`config.mk`:
```
export PLATFORM = sky130hd
export DESIGN_NAME = tri_dispatch_scheduler
export DESIGN_NICKNAME = d
export VERILOG_FILES = /design/src/rtl/gfx_sched_pkg.sv /design/src/rtl/sched_rr_ptr.sv /design/src/rtl/tri_dispatch_scheduler.sv
export SDC_FILE = /design/constraint.sdc
export NUM_CORES = 1
export LEC_CHECK = 0
export CORE_MARGIN = 10
export CORE_UTILIZATION = 40
export DETAILED_ROUTE_END_ITERATION = 12
export PLACE_DENSITY = 0.74
export REMOVE_ABC_BUFFERS = 1
export SYNTH_ARGS = -nofsm -noshare
export SYNTH_HDL_FRONTEND = slang
export SYNTH_SLANG_ARGS = --single-unit
```
`constraint.sdc`:
```
create_clock -name clk_in -period 7.4 [get_ports clk_in]
set_input_delay 0.74 -clock clk_in [delete_from_list [all_inputs] [get_ports clk_in]]
set_output_delay 0.74 -clock clk_in [all_outputs]
set_load 0.1 [all_outputs]
```
`src/rtl/gfx_sched_pkg.sv`:
```
`default_nettype none
// ============================================================================
// Module      : gfx_sched_pkg
// Description : Shared types and default sizing for the triangle dispatch
//               scheduler and its round-robin pointer helper.
// Revision    : 1.0 - initial release
// ============================================================================
package gfx_sched_pkg;

  localparam int NUM_TRI_DEF     = 2048;
  localparam int NUM_LANES_DEF   = 4;
  localparam int MEM_LATENCY_DEF = 2;
  localparam int TRI_W_DEF       = $clog2(NUM_TRI_DEF);

  // Issue-side sequencing states
  typedef enum logic [1:0] {
    IDLE   = 2'd0,
    FETCH  = 2'd1,
    LAUNCH = 2'd2,
    DRAIN  = 2'd3
  } sched_state_t;

  // Per-lane bookkeeping record at default sizing
  typedef struct packed {
    logic                 busy;
    logic [TRI_W_DEF-1:0] tri_id;
  } lane_state_t;

endpackage
`default_nettype wire

```
`src/rtl/sched_rr_ptr.sv`:
```
`default_nettype none
// ============================================================================
// Module      : sched_rr_ptr
// Description : Modulo-NUM_LANES round-robin pointer with advance enable and
//               synchronous clear. NUM_LANES must be a power of two so the
//               natural binary wrap gives the modulo.
// Revision    : 1.0 - initial release
// ============================================================================
module sched_rr_ptr #(
  parameter  int NUM_LANES = 4,
  localparam int LANE_W    = $clog2(NUM_LANES)
) (
  input  logic              clk_in,
  input  logic              rst_in,
  input  logic              clr_in,
  input  logic              adv_in,
  output logic [LANE_W-1:0] ptr_out
);

  logic [LANE_W-1:0] ptr_q;
  logic [LANE_W-1:0] ptr_d;

  // Next pointer: clear wins over advance
  always_comb begin
    ptr_d = ptr_q;
    if (clr_in) begin
      ptr_d = '0;
    end else if (adv_in) begin
      ptr_d = ptr_q + LANE_W'(1);
    end
  end

  // Pointer register
  always_ff @(posedge clk_in or posedge rst_in) begin
    if (rst_in) begin
      ptr_q <= '0;
    end else begin
      ptr_q <= ptr_d;
    end
  end

  assign ptr_out = ptr_q;

endmodule
`default_nettype wire

```
`src/rtl/tri_dispatch_scheduler.sv`:
```
`default_nettype none
// ============================================================================
// Module      : tri_dispatch_scheduler
// Description : Walks one frame of triangles, fetches each from triangle
//               memory, launches them round-robin into parallel lanes and
//               retires lane results strictly in tri_id order. Culled
//               triangles retire silently and are counted.
// Revision    : 1.0 - initial release
// ============================================================================
module tri_dispatch_scheduler
  import gfx_sched_pkg::*;
#(
  parameter  int NUM_TRI     = NUM_TRI_DEF,
  parameter  int NUM_LANES   = NUM_LANES_DEF,
  parameter  int MEM_LATENCY = MEM_LATENCY_DEF,
  localparam int TRI_W       = $clog2(NUM_TRI),
  localparam int LANE_W      = $clog2(NUM_LANES)
) (
  input  logic                 clk_in,
  input  logic                 rst_in,
  input  logic                 frame_start_in,
  input  logic [TRI_W:0]       num_tri_in,
  output logic                 busy_out,
  output logic                 frame_done_out,
  output logic                 tri_rd_en_out,
  output logic [TRI_W-1:0]     tri_rd_addr_out,
  output logic [NUM_LANES-1:0] lane_valid_out,
  output logic [TRI_W-1:0]     lane_tri_id_out,
  input  logic [NUM_LANES-1:0] lane_ready_in,
  input  logic [NUM_LANES-1:0] lane_done_in,
  input  logic [NUM_LANES-1:0] lane_cull_in,
  output logic [NUM_LANES-1:0] lane_ack_out,
  output logic                 out_valid_out,
  output logic [LANE_W-1:0]    out_lane_sel_out,
  output logic [TRI_W-1:0]     out_tri_id_out,
  input  logic                 out_ready_in,
  output logic [TRI_W:0]       culled_count_out
);

  // Counter spans 0..MEM_LATENCY-1 inside FETCH
  localparam int LAT_W = (MEM_LATENCY > 1) ? $clog2(MEM_LATENCY) : 1;

  sched_state_t         state_q, state_d;
  logic [TRI_W:0]       next_id_q, next_id_d;
  logic [TRI_W:0]       num_tri_q, num_tri_d;
  logic [LAT_W-1:0]     lat_cnt_q, lat_cnt_d;
  logic [NUM_LANES-1:0] busy_q, busy_d;
  logic [TRI_W-1:0]     tri_id_q [NUM_LANES];
  logic [TRI_W-1:0]     tri_id_d [NUM_LANES];
  logic [TRI_W:0]       culled_q, culled_d;
  logic                 frame_done_q, frame_done_d;

  logic [LANE_W-1:0]    issue_ptr;
  logic [LANE_W-1:0]    retire_ptr;
  logic                 issue_adv;
  logic                 retire_adv;
  logic                 ptr_clr;
  logic                 launch;
  logic                 start_acc;
  logic                 cull_hit;

  sched_rr_ptr #(.NUM_LANES(NUM_LANES)) u_issue_ptr (
    .clk_in  (clk_in),
    .rst_in  (rst_in),
    .clr_in  (ptr_clr),
    .adv_in  (issue_adv),
    .ptr_out (issue_ptr)
  );

  sched_rr_ptr #(.NUM_LANES(NUM_LANES)) u_retire_ptr (
    .clk_in  (clk_in),
    .rst_in  (rst_in),
    .clr_in  (ptr_clr),
    .adv_in  (retire_adv),
    .ptr_out (retire_ptr)
  );

  // Issue FSM: start acceptance, fetch timing, launch gating, drain
  always_comb begin
    state_d        = state_q;
    next_id_d      = next_id_q;
    num_tri_d      = num_tri_q;
    lat_cnt_d      = lat_cnt_q;
    frame_done_d   = 1'b0;
    ptr_clr        = 1'b0;
    issue_adv      = 1'b0;
    launch         = 1'b0;
    start_acc      = 1'b0;
    tri_rd_en_out  = 1'b0;
    lane_valid_out = '0;
    case (state_q)
      IDLE: begin
        if (frame_start_in) begin
          start_acc = 1'b1;
          ptr_clr   = 1'b1;
          next_id_d = '0;
          num_tri_d = num_tri_in;
          lat_cnt_d = '0;
          if (num_tri_in != '0) begin
            state_d = FETCH;
          end else begin
            frame_done_d = 1'b1;
          end
        end
      end
      FETCH: begin
        // Single read strobe on the first FETCH cycle, then wait out the latency
        tri_rd_en_out = (lat_cnt_q == '0);
        if (lat_cnt_q == LAT_W'(MEM_LATENCY - 1)) begin
          state_d = LAUNCH;
        end else begin
          lat_cnt_d = lat_cnt_q + LAT_W'(1);
        end
      end
      LAUNCH: begin
        // busy_q is the registered flag, so a lane retiring this cycle is
        // only re-launched on the following cycle
        if (!busy_q[issue_ptr] && lane_ready_in[issue_ptr]) begin
          launch                    = 1'b1;
          issue_adv                 = 1'b1;
          lane_valid_out[issue_ptr] = 1'b1;
          next_id_d                 = next_id_q + (TRI_W+1)'(1);
          lat_cnt_d                 = '0;
          if (next_id_q + (TRI_W+1)'(1) == num_tri_q) begin
            state_d = DRAIN;
          end else begin
            state_d = FETCH;
          end
        end
      end
      DRAIN: begin
        if (busy_q == '0) begin
          frame_done_d = 1'b1;
          state_d      = IDLE;
        end
      end
      default: state_d = IDLE;
    endcase
  end

  // In-order retire from the lane at retire_ptr; cull takes precedence
  always_comb begin
    retire_adv    = 1'b0;
    out_valid_out = 1'b0;
    lane_ack_out  = '0;
    cull_hit      = 1'b0;
    if (busy_q[retire_ptr]) begin
      if (lane_cull_in[retire_ptr]) begin
        cull_hit   = 1'b1;
        retire_adv = 1'b1;
      end else if (lane_done_in[retire_ptr]) begin
        out_valid_out = 1'b1;
        if (out_ready_in) begin
          lane_ack_out[retire_ptr] = 1'b1;
          retire_adv               = 1'b1;
        end
      end
    end
  end

  // Lane occupancy, tri_id bookkeeping and cull counter
  always_comb begin
    busy_d   = busy_q;
    tri_id_d = tri_id_q;
    culled_d = culled_q;
    if (retire_adv) begin
      busy_d[retire_ptr] = 1'b0;
    end
    if (launch) begin
      busy_d[issue_ptr]   = 1'b1;
      tri_id_d[issue_ptr] = next_id_q[TRI_W-1:0];
    end
    if (start_acc) begin
      culled_d = '0;
    end else if (cull_hit) begin
      culled_d = culled_q + (TRI_W+1)'(1);
    end
  end

  // State registers
  always_ff @(posedge clk_in or posedge rst_in) begin
    if (rst_in) begin
      state_q      <= IDLE;
      next_id_q    <= '0;
      num_tri_q    <= '0;
      lat_cnt_q    <= '0;
      busy_q       <= '0;
      culled_q     <= '0;
      frame_done_q <= 1'b0;
      for (int i = 0; i < NUM_LANES; i++) begin
        tri_id_q[i] <= '0;
      end
    end else begin
      state_q      <= state_d;
      next_id_q    <= next_id_d;
      num_tri_q    <= num_tri_d;
      lat_cnt_q    <= lat_cnt_d;
      busy_q       <= busy_d;
      culled_q     <= culled_d;
      frame_done_q <= frame_done_d;
      tri_id_q     <= tri_id_d;
    end
  end

  assign busy_out         = (state_q != IDLE);
  assign frame_done_out   = frame_done_q;
  assign tri_rd_addr_out  = next_id_q[TRI_W-1:0];
  assign lane_tri_id_out  = next_id_q[TRI_W-1:0];
  assign out_lane_sel_out = retire_ptr;
  assign out_tri_id_out   = tri_id_q[retire_ptr];
  assign culled_count_out = culled_q;

endmodule
`default_nettype wire

```
==> results by stage, run 1 <==
Clocking:
- The number of buffers inserted to repair setup after CTS is 0.
- The clock tree synthesis step divided the H-tree into 3 levels.
- The count of hold buffers inserted by post-cts repair is 0.
- The cell at the root of the clock tree is sky130_fd_sc_hd__clkbuf_16.
- The clock latency on the worst-skew pair is around 0.34 ns.
- The number of gates resized after CTS is 0.
- The number of buffers created by CTS is 9.
- The number of clock sinks is 92.
- The clock transition at the registers of the reported paths is about 0.060 ns.
- TritonCTS built the clock tree.
- The clock passes through at most 2 buffers.

GRT:
- The first-pass GRT wire length is 19,450 µm.
- The initial antenna violation count came to 0.
- In the global route stage, overall resource usage came out at 0.1327.
- The total overflow left after global routing is 0.
- The largest net degree at the start of global routing is 81.
- The number of global-route vias before repair was about 3,800.

STA:
- Setup violations remaining at the end of the flow were counted as 0.
- The slew of the pin with the lowest slew margin is 1.045 ns.
- The share of the clock period used by the worst path is 0.5783.
- Across the routed clock network, the largest skew measured is ~0.0051 ns.
- The final hold violation count is 0.
- Setup repair after global routing left no endpoint under its margin.
- Subtracting the final worst setup slack from the clock period gives roughly 4.3 ns.
- The final number of max-transition violations came to 0.
- Derived from the worst setup path, the maximum achievable clock frequency is between 200 and 250 MHz.
- The final critical-path setup slack is 3.121 ns.
- Adding up every negative setup slack in the final design gives 0 ns.
- The headroom to the max-slew limit is 0.3036.

Run status:
- The flow ran to the end, and the final reports show no timing, DRC or antenna violations.

Drt:
- The via count is around 3,600.
- The initial DRC count is 212.
- The met3 wire length is just over 600 µm.
- The number of iterations in the first detailed-routing pass is 4.
- Summed over all layers, the routed wires come to 11,640 µm.
- After detailed routing, no signal wire sits above met4.
- The length of routed wiring on met1 is between 5000 and 6000 µm.
- The remaining antenna violation count is 0.
- The number of remaining DRC errors is 0.
- The number of vias per cell is just over 5.
- Detailed routing placed a total of around 5700 µm of wire on met2.
- The routed length per placed instance is 16.84 µm.

Die:
- The chip width is between 100 and 150 µm.
- The overall die height is around 130 µm.
- The number of rows in the core area is 41.
- The initial core utilization is 0.4067.
- 87 I/O pins were placed.
- The floorplan step defined a die boundary enclosing around 18,000 µm².
- The floorplan step defined a core boundary enclosing 12,520 µm².

Synthesis:
- During synthesis, Yosys emitted a total of 0 warnings.
- A synthesized cell averages ~11 µm².
- The most common cell in the synthesized netlist is sky130_fd_sc_hd__dfrtp_1.
- The share of flip-flops with an asynchronous set or reset is 1.000.
- Yosys mapped a number of flops with a built-in enable equal to 0.
- Sorting the synthesized cells by how often they occur yields sky130_fd_sc_hd__dfrtp_1 (92), sky130_fd_sc_hd__nand2_1 (60), sky130_fd_sc_hd__mux2_2 (45).
- The cell count after synthesis came out at 470.
- The synthesized netlist contains 50 unique library cells.
- Synthesis inferred 92 register bits.
- In the post-synthesis netlist, the biggest area contributors are sky130_fd_sc_hd__dfrtp_1 (45%), sky130_fd_sc_hd__mux2_2 (10%), sky130_fd_sc_hd__mux4_2 (6.6%).
- In the synthesized netlist the dominant register cell turns out to be sky130_fd_sc_hd__dfrtp_1.
- For this run, the register share of the synthesized area comes to 0.4522.
- The share of synthesized area in the top cell type comes to 0.4522.
- The library cell occupying the most area in the post-synthesis netlist is sky130_fd_sc_hd__dfrtp_1.
- The cell area that synthesis handed to floorplanning was about 5100 µm².

Worst setup path:
- Among all stages on the critical path, the largest delay is contributed by sky130_fd_sc_hd__clkdlybuf4s50_1.
- The critical path launch point type is an input port.
- The signal on the critical path passes through clkdlybuf4s50_1, nor2b_1, mux4_2, and3_1, clkdlybuf4s50_1.
- Data on the critical path is required at its endpoint by between 6 and 7 ns.
- The sort of element at the end of the critical path is a primary output.
- The cell repeated most along the worst path is sky130_fd_sc_hd__clkdlybuf4s50_1.
- In this run the worst path has a maximum fanout of 13.
- The critical path class is input port to primary output.
- The maximum single-stage delay on the critical path is about 1.3 ns.
- STA puts the critical path data arrival time at approximately 3.5 ns.

Placement:
- The setup slack at placement is between 3 and 4 ns.
- Once detailed placement completed, the half-perimeter wirelength came to between 8000 and 9000 µm.
- During placement, the flow inserted port buffers numbering 86.
- Routability-driven placement finished with a final weighted congestion of slightly above 0.8.

Run:
- Across the run, the number of max-cap violations was 0.

Hold path:
- The min-delay analysis places its worst path in the category flip-flop to flip-flop.

Final layout:
- The relative area change from synthesis to final layout is 21.04%.
- The count of inserted antenna diode cells is 0.
- Of the cells placed in the final design, the portion with a size suffix greater than 1 is 0.1599.
- The count of fill cells added during filler insertion is approximately 1,100.
- The final-stage net count is 556.

Power and ir drop:
- IR analysis of the VDD net gives a maximum drop of about 0.23 mV.
- The total power consumption of the routed design is 2.149 mW.
- Dividing total power by cell area gives a power density of between 300 and 400 nW/µm².
- In this run the static leakage power is ~2.7 nW.
==> final timing paths <==
path	startpoint	cells after the start	slack, ns	end
worst max-delay path	lane_ready_in[2]	5	3.12	lane_valid_out[1]
worst min-delay path	num_tri_q[9]	2	0.50	num_tri_q[9]
worst max register to register	u_retire_ptr.ptr_out[0]	5	4.73	u_retire_ptr.ptr_out[0]
worst min register to register	num_tri_q[9]	2	0.50	num_tri_q[9]
max in group asynchronous	rst_in	3	5.57	next_id_q[10]
min in group asynchronous	rst_in	2	0.62	culled_count_out[11]
==> layout make-up <==
| cell class | instances | area [µm²] | area share |
|---|---|---|---|
| clock buffers | 10 | 239.0 | 0.03878 |
| repair buffers | 88 | 875.8 | 0.1421 |
| flip-flops and latches | 92 | 2302 | 0.3736 |
| clock inverters | 6 | 68.82 | 0.01117 |
| inverters | 13 | 50.05 | 0.008122 |
| multi-input cells | 310 | 2411 | 0.3913 |
| well taps | 172 | 215.2 | 0.03492 |
==> routing by layer <==
layer | vias to the layer above | track usage
li1 | 1702 | -
met1 | 1799 | 0.1669
met2 | 71 | 0.2131
met3 | 10 | 0.04164
met4 | 0 | 0.04034
met5 | - | 0
==> kinds of logic (layout without fill, tap and decap cells) <==
logic type,count (synthesis),count (layout),share of synthesized area
muxes,66,66,0.1809
buffers and inverters,68,117,0.07422
DFF,92,92,0.4522
adders and majority gates,14,14,0.03441
and+or+nand+nor,156,156,0.1499
xor gates and xnor gates,25,25,0.04301
AOI/OAI and AO/OA,49,49,0.06538
==> cell usage in the layout, fill, tap and decap left out, types with 5 or more instances in the layout <==
cell	n
sky130_fd_sc_hd__mux2i_1	5
sky130_fd_sc_hd__and2_1	7
sky130_fd_sc_hd__clkdlybuf4s50_1	86
sky130_fd_sc_hd__clkbuf_16	9
sky130_fd_sc_hd__nor4_1	5
sky130_fd_sc_hd__mux2_2	45
sky130_fd_sc_hd__nor2b_1	5
sky130_fd_sc_hd__nand2_1	60
sky130_fd_sc_hd__a21oi_1	8
sky130_fd_sc_hd__nand2b_1	8
sky130_fd_sc_hd__mux4_2	15
sky130_fd_sc_hd__inv_1	11
sky130_fd_sc_hd__nand3_1	10
sky130_fd_sc_hd__nor2_1	24
sky130_fd_sc_hd__dfrtp_1	92
sky130_fd_sc_hd__xor2_1	10
sky130_fd_sc_hd__o21ai_0	11
sky130_fd_sc_hd__o21a_1	5
sky130_fd_sc_hd__nand4_1	10
sky130_fd_sc_hd__xnor2_1	15
sky130_fd_sc_hd__and3_1	13
sky130_fd_sc_hd__ha_1	14
==> sequential cells by signal, indices dropped and copies added (netlist names) <==
register / count
u_retire_ptr.ptr_out: 2
culled_count_out: 12
lat_cnt_q: 1
state_q: 2
u_issue_ptr.ptr_out: 2
tri_id_q: 44
next_id_q: 12
frame_done_out: 1
num_tri_q: 12
busy_q: 4
==> report_power, final <==
| part | total [mW] | internal [mW] | switching [mW] |
|---|---|---|---|
| Sequential | 0.739 | 0.603 | 0.136 |
| Clock | 0.474 | 0.274 | 0.200 |
| Combinational | 0.936 | 0.327 | 0.609 |
==> critical path, delay by kind of cell <==
family,cells,cell delay (ns)
buffers and inverters,2,1.76
and+or+nand+nor,2,0.74
muxes,1,0.30
==> per-stage QoR <==
step	cells	hold slack, ns	instance area (µm²)	util
2_1_floorplan	415	0.4601	4762	-
3_3_place_gp	675	0.4814	5854	0.4677
3_5_place_dp	675	0.4866	5854	0.4677
4_1_cts	691	0.5024	6162	0.4923
5_1_grt	691	0.5173	6162	0.4923
6_report	691	0.4980	6162	0.4923
Power figures use the tool's default switching activity.
==> run 2: changes to the inputs <==
- PLACE_DENSITY: 0.74 -> 0.76
- clock period: 7.4 -> 3.8 ns (I/O delays scaled with it)
==> results by stage, run 2 (synthesis gave the netlist of run 1 again) <==
STA:
- The final number of setup-violating endpoints is 0 (unchanged).
- The setup skew after layout is 0.009708 ns (+0.004569 ns).
- The final hold violation count is 0 (unchanged).
- The headroom to the max-slew limit came to 0.3239 (+0.02027).
- Setup repair after global routing left no endpoint under its margin.
- In the finished design, the share of the clock period the worst path needs comes to 0.7623.
- The final number of max-transition violations is 0 (unchanged).
- The slew of the pin with the lowest slew margin is 1.014 ns (-0.03040 ns).
- The final setup TNS is 0 ns (unchanged).
- Static timing analysis puts the maximum clock frequency at 345.2 MHz.
- The clock period minus final worst setup slack is approximately 2.9 ns.

GRT:
- The largest net degree at the start of global routing was 56 (-31%).
- The initial antenna violation count is 0 (unchanged).
- The global-route usage over all layers is 0.1356 (+0.002874).
- The first-pass GRT wire length is 19,780 µm (+1.7%).
- The number of global-route vias before repair is 3,840 (+0.68%).
- The overflow left after global routing is 0 (unchanged).

Power and ir drop:
- The worst voltage drop across the vdd grid is 0.4462 mV (+96%).
- The total power consumption of the routed design is 4.165 mW (+94%).
- The power per cell area is 679.3 nW/µm² (+95%).
- The static leakage power is 2.784 nW (+2.1%).

Die:
- The chip width was 132.8 µm (unchanged).
- The die area is 17,640 µm² (unchanged).
- The initial core utilization is 0.4067 (unchanged).
- The area inside the core boundary is 12,520 µm² (unchanged).
- The number of I/O pins came to 87 (unchanged).
- The number of rows in the core area is 41 (unchanged).
- The overall die height is 132.8 µm (unchanged).

Clocking:
- The clock latency on the worst-skew pair is 0.35 ns (about the same).
- The count of hold buffers inserted by post-cts repair was 0 (unchanged).
- The clock transition at the registers of the reported paths came to 0.07 ns (about the same).
- The deepest clock path buffer count is 2 (unchanged).
- The number of buffers created by CTS is 9 (unchanged).
- In this run the clock root is driven by a sky130_fd_sc_hd__clkbuf_16.
- The number of H-tree levels came to 3 (unchanged).
- TritonCTS built the clock tree.
- The number of gates resized after CTS is 0 (unchanged).
- The number of buffers inserted to repair setup after CTS is 0 (unchanged).
- The number of clock sinks came to 92 (unchanged).

Final layout:
- The relative area change from synthesis to final layout is 20.42%.
- The number of flip-flops in the largest register came to 44 (unchanged).
- The final-stage net count came to 559 (+0.54%).
- The proportion of layout cells with a drive suffix above 1 is 0.2050 (+0.04506).
- The register name with the most flops is tri_id_q.
- The library cell used most frequently in the layout, excluding fill and tap cells, is sky130_fd_sc_hd__dfrtp_1.
- In the layout the commonest cells are sky130_fd_sc_hd__dfrtp_1 (92), sky130_fd_sc_hd__clkdlybuf4s50_1 (65), sky130_fd_sc_hd__nand2_1 (60), sky130_fd_sc_hd__mux2_2 (45), sky130_fd_sc_hd__buf_4 (26).
- The count of inserted antenna diode cells is 0 (unchanged).

Worst setup path:
- The startpoint of the most critical register-to-register path is state_q[0].
- The critical path class is flip-flop to primary output.
- The arrival time at the worst endpoint came to 2.52 ns (-1.02 ns).
- The critical path launch point type is a flip-flop.
- The kind of cell with the highest combined delay along the critical path is buffers and inverters.
- Among all stages on the critical path, the largest delay is contributed by sky130_fd_sc_hd__clkdlybuf4s50_1.
- The critical path required time is 3.42 ns (-3.24 ns).
- The critical path goes through inv_1, ha_1, nor2b_1, clkdlybuf4s50_1.
- The number of buffer and inverter instances along the worst setup path was 2 (unchanged).
- The capture point of the worst reg-to-reg path is next_id_q[9].
- The reg-to-reg setup timing slack is 1.34 ns (-3.39 ns).
- The maximum single-stage delay on the critical path is 1.20 ns (-0.07 ns).
- The maximum fanout encountered on the critical timing path was 6 (-7).
- STA classifies the critical path endpoint as a primary output.
- The cell depth of the worst flop-to-flop path is 6 (+1).

Drt:
- The via count is 3,651 (+1.9%).
- The initial DRC count is 249 (+17%).
- The routed length per placed instance is 17.03 µm (+1.1%).
- The number of vias per cell is 5.261 (+1.5%).
- The wire length reported by the detailed router is 11,820 µm (+1.6%).
- The number of remaining DRC errors is 0 (unchanged).
- The number of iterations in the first detailed-routing pass is 4 (unchanged).
- The remaining antenna violation count is 0 (unchanged).

Placement:
- The number of I/O port buffers was 86 (unchanged).
- The placer congestion estimate is 0.7789 (-4.9%).
- The detailed placer's ending HPWL came to 8812 µm (+3.1%).

Run status:
- The run finished with clean final reports.

Hold path:
- In this run the most critical hold path is launched from num_tri_q[5].
- The cell count of the worst hold path was 2 (unchanged).
- The capture endpoint of the worst hold path is num_tri_q[5].
- In this run the worst hold path is classified as flip-flop to flip-flop.

Run:
- The number of violations of the max-capacitance limit is 0 (unchanged).
run 2: worst min-delay path, delay by kind of cell, from the launching register on:
kind             cells  cell delay [ns]
AND/OR/NAND/NOR      2             0.12
flip-flops           1             0.36
run 2: layout make-up:
type | count | area, µm²
inverters | 13 | 50.05
multi-input cells | 310 | 2411
flip-flops and latches | 92 | 2302
well taps | 172 | 215.2
repair buffers | 91 | 845.8
fillers | 1156 | 6386
clock inverters | 7 | 81.33
clock buffers | 9 | 225.2
run 2: report_power, final:
group / switching [mW] / internal, mW / total (mW)
clock network: 0.437 / 0.471 / 0.908
registers: 0.219 / 1.17 / 1.39
logic: 1.23 / 0.630 / 1.86
total: 1.89 / 2.28 / 4.16
run 2: through the flow:
stage / utilization / hold slack (ns) / worst slack (ns) / instances / instance area (µm²)
6_report: 0.4898 / 0.5012 / 0.9033 / 694 / 6131
5_1_grt: 0.4898 / 0.5210 / 0.8287 / 694 / 6131
4_1_cts: 0.4898 / 0.5069 / 0.8912 / 694 / 6131
3_5_place_dp: 0.4653 / 0.4901 / 1.039 / 678 / 5824
3_3_place_gp: 0.4653 / 0.4812 / 1.119 / 678 / 5824
2_1_floorplan: - / 0.4601 / 0.03751 / 415 / 4762
run 2: how the worst max path moves through the flow:
stage / from / to / slack (ns) / depth (start not counted)
after detailed placement: lane_ready_in[0] / next_id_q[9] / 1.04 / 6
after global placement: lane_ready_in[0] / next_id_q[9] / 1.12 / 6
after floorplan: u_retire_ptr.ptr_out[0] / out_valid_out / 0.04 / 2
final: state_q[1] / tri_rd_en_out / 0.90 / 4
after CTS: state_q[1] / tri_rd_en_out / 0.89 / 4
after global routing: state_q[1] / tri_rd_en_out / 0.83 / 4
run 2: layer usage:
layer	GRT usage	share of wire
met5	0	0
met4	0.02995	0.0096
met3	0.04428	0.070
met2	0.2266	0.49
met1	0.1661	0.43
==> run 3: changes to the inputs <==
- PLACE_DENSITY: 0.76 -> 0.74
- clock period: 3.8 -> 3 ns (I/O delays scaled with it)
==> results by stage, run 3 (synthesis gave the netlist of run 1 again) <==
Worst setup path:
- The number of buffer and inverter instances along the worst setup path is 2 (unchanged).
- The critical path class is flip-flop to primary output.
- The maximum fanout encountered on the critical timing path is 13 (+7).
- The maximum single-stage delay on the critical path is 0.74 ns (-0.46 ns).
- Grouping stages by cell kind, the critical path spends the most delay in simple AND/OR/NAND/NOR gates.
- The critical path required time is 2.70 ns (-0.72 ns).
- The sort of element at the end of the critical path is a primary output.
- Among all stages on the critical path, the largest delay is contributed by sky130_fd_sc_hd__and3_1.
- The arrival time at the worst endpoint came to 2.28 ns (-0.24 ns).
- The worst setup path is launched from a flip-flop.
- Walking the worst path, the cells encountered are inv_1, ha_1, and3_1, buf_12.

Die:
- The overall die height is 132.8 µm (unchanged).
- The number of I/O pins is 87 (unchanged).
- The number of rows in the core area is 41 (unchanged).
- The chip width is 132.8 µm (unchanged).
- The die area was 17,640 µm² (unchanged).
- The initial core utilization is 0.4067 (unchanged).
- The area inside the core boundary is 12,520 µm² (unchanged).

GRT:
- The first-pass GRT wire length is 19,310 µm (-2.4%).
- The overflow left after global routing was 0 (unchanged).
- The global-route usage over all layers is 0.1322 (-0.003453).
- The largest net degree at the start of global routing is 93 (+66%).
- The initial antenna violation count is 0 (unchanged).
- The number of global-route vias before repair is 3,758 (-2.1%).

Power and ir drop:
- The logic gate share of total power is 0.458 (+0.011).
- The static leakage power came to 2.888 nW (+3.7%).
- The internal power component is 2.926 mW (+29%).
- The total power consumption of the routed design is 5.236 mW (+26%).
- The net load switching power is 2.311 mW (+22%).
- The worst voltage drop across the vdd grid is 0.6124 mV (+37%).
- The fraction of power spent switching nets was 0.4413 (-0.01225).
- The power share of the clock group is 0.209 (-0.009).
- The share of total power in sequential cells was 0.333 (-0.002).
- The power per cell area is 849.2 nW/µm² (+25%).

Hold path:
- The tightest min-delay check is of the input port to asynchronous set/reset pin type.

Run status:
- The flow ran to the end, and the final reports show no timing, DRC or antenna violations.

STA:
- Timing would allow up to about 390 MHz.
- The final hold violation count is 0 (unchanged).
- The headroom to the max-slew limit is 0.4775 (+0.1536).
- The worst hold slack after final layout is 0.3754 ns (-0.1258 ns).
- The final number of max-transition violations is 0 (unchanged).
- The setup skew after layout came to 0.007745 ns (-0.001963 ns).
- The clock period minus final worst setup slack is 2.582 ns.
- The slew of the pin with the lowest slew margin came to 0.7837 ns (-0.2304 ns).
- Setup repair after global routing left no endpoint under its margin.
- The final critical-path setup slack was 0.4184 ns (-0.4849 ns).
- The final number of setup-violating endpoints is 0 (unchanged).
- In the finished design, the share of the clock period the worst path needs comes to 0.8605.

Drt:
- The wire length reported by the detailed router is 11,420 µm (-3.4%).
- The routed length per placed instance came to 16.38 µm (-3.8%).
- The via count is 3,595 (-1.5%).
- The initial DRC count is 207 (-17%).
- The number of vias per cell is 5.158 (-2.0%).
- The number of iterations in the first detailed-routing pass is 6 (+2).
- The remaining antenna violation count is 0 (unchanged).
- The number of remaining DRC errors was 0 (unchanged).

Clocking:
- The clock latency on the worst-skew pair is 0.34 ns (about the same).
- The CTS tree is built.
- The cell at the root of the clock tree is sky130_fd_sc_hd__clkbuf_16.
- The number of gates resized after CTS is 0 (unchanged).
- The number of buffers created by CTS is 9 (unchanged).
- The clock transition at the registers of the reported paths came to 0.06 ns (about the same).
- The number of clock sinks came to 92 (unchanged).
- The count of hold buffers inserted by post-cts repair was 0 (unchanged).
- The deepest clock path buffer count came to 2 (unchanged).
- The number of H-tree levels is 3 (unchanged).
- The number of buffers inserted to repair setup after CTS was 0 (unchanged).

Final layout:
- From synthesis to final layout, the design area changed by 21.11%.
- The post-route cell area is 6166 µm² (+0.57%).
- The commonest non-fill, non-tap cell in the layout is sky130_fd_sc_hd__dfrtp_1.
- The count of fill cells added during filler insertion is 1,161 (+0.43%).
- The count of inserted antenna diode cells is 0 (unchanged).
- The number of flip-flops in the largest register is 44 (unchanged).
- The register name with the most flops is tri_id_q.
- In the layout the commonest cells are sky130_fd_sc_hd__dfrtp_1 (92), sky130_fd_sc_hd__nand2_1 (60), sky130_fd_sc_hd__buf_4 (57), sky130_fd_sc_hd__mux2_2 (45), sky130_fd_sc_hd__clkdlybuf4s50_1 (27).
- The final-stage net count is 562 (+0.54%).
- The proportion of layout cells with a drive suffix above 1 is 0.2800 (+0.07502).

Run:
- The number of violations of the max-capacitance limit is 0 (unchanged).

Placement:
- The total placed instance area is 5877 µm² (+0.90%).
- The setup slack at placement is 0.4968 ns (-0.5423 ns).
- The number of I/O port buffers came to 86 (unchanged).
- The placer congestion estimate is 0.7916 (+1.6%).
- The detailed placer's ending HPWL is 8465 µm (-3.9%).
-- run 3: cell types whose count changed in the layout (fill, tap and decap cells not counted), sizes merged --
| cell | change |
|---|---|
| inv | -4 |
| clkinv | -1 |
| clkbuf | +3 |
| clkinvlp | +2 |
| clkdlybuf4s50 | -38 |
| buf | +41 |
-- run 3: metrics by stage --
stage	TNS [ns]	std cells	utilization
3_3_place_gp	0	681	0.4695
3_5_place_dp	0	681	0.4695
6_report	0	697	0.4926
2_1_floorplan	-2.389	415	-
4_1_cts	0	697	0.4926
5_1_grt	0	697	0.4926
-- run 3: final timing paths --
| kind | from | end | cells after the start | slack, ns |
|---|---|---|---|---|
| worst max-delay path | state_q[0] | lane_valid_out[3] | 4 | 0.42 |
| worst min-delay path | rst_in | culled_count_out[11] | 3 | 0.38 |
| worst max register to register | next_id_q[0] | state_q[1] | 6 | 0.64 |
| worst min register to register | num_tri_q[5] | num_tri_q[5] | 2 | 0.50 |
| max in group asynchronous | rst_in | tri_id_q[11] | 3 | 2.25 |
| min in group clk_in | num_tri_q[5] | num_tri_q[5] | 2 | 0.50 |
-- run 3: power by group through the flow --
stage	registers (mW)	logic, mW	clock network, mW
2_1_floorplan	2.16	1.40	0
3_3_place_gp	1.75	2.37	0
3_5_place_dp	1.77	2.41	0
4_1_cts	1.75	2.42	1.12
5_1_grt	1.79	2.60	1.18
6_report	1.74	2.40	1.10
-- run 3: area by class of cell --
class / count / area, µm² / area share
multi-input combinational: 310 / 2411 / 0.3910
sequential: 92 / 2302 / 0.3734
timing repair buffer: 94 / 898.4 / 0.1457
clock buffer: 12 / 256.5 / 0.04160
tap: 172 / 215.2 / 0.03490
inverter: 13 / 50.05 / 0.008117
clock inverter: 4 / 32.53 / 0.005276
-- run 3: per-layer routing --
layer | vias to the layer above | GRT usage | share of wire
li1 | 1724 | - | -
met1 | 1776 | 0.1672 | 0.46
met2 | 81 | 0.2147 | 0.48
met3 | 14 | 0.03861 | 0.047
met4 | 0 | 0.03606 | 0.014
met5 | - | 0 | 0
-- run 3: tightest hold or removal path, stage by stage --
cell and delay (ns):
sky130_fd_sc_hd__clkdlybuf4s50_1 0.41, sky130_fd_sc_hd__clkinv_2 0.06, sky130_fd_sc_hd__buf_12 0.37
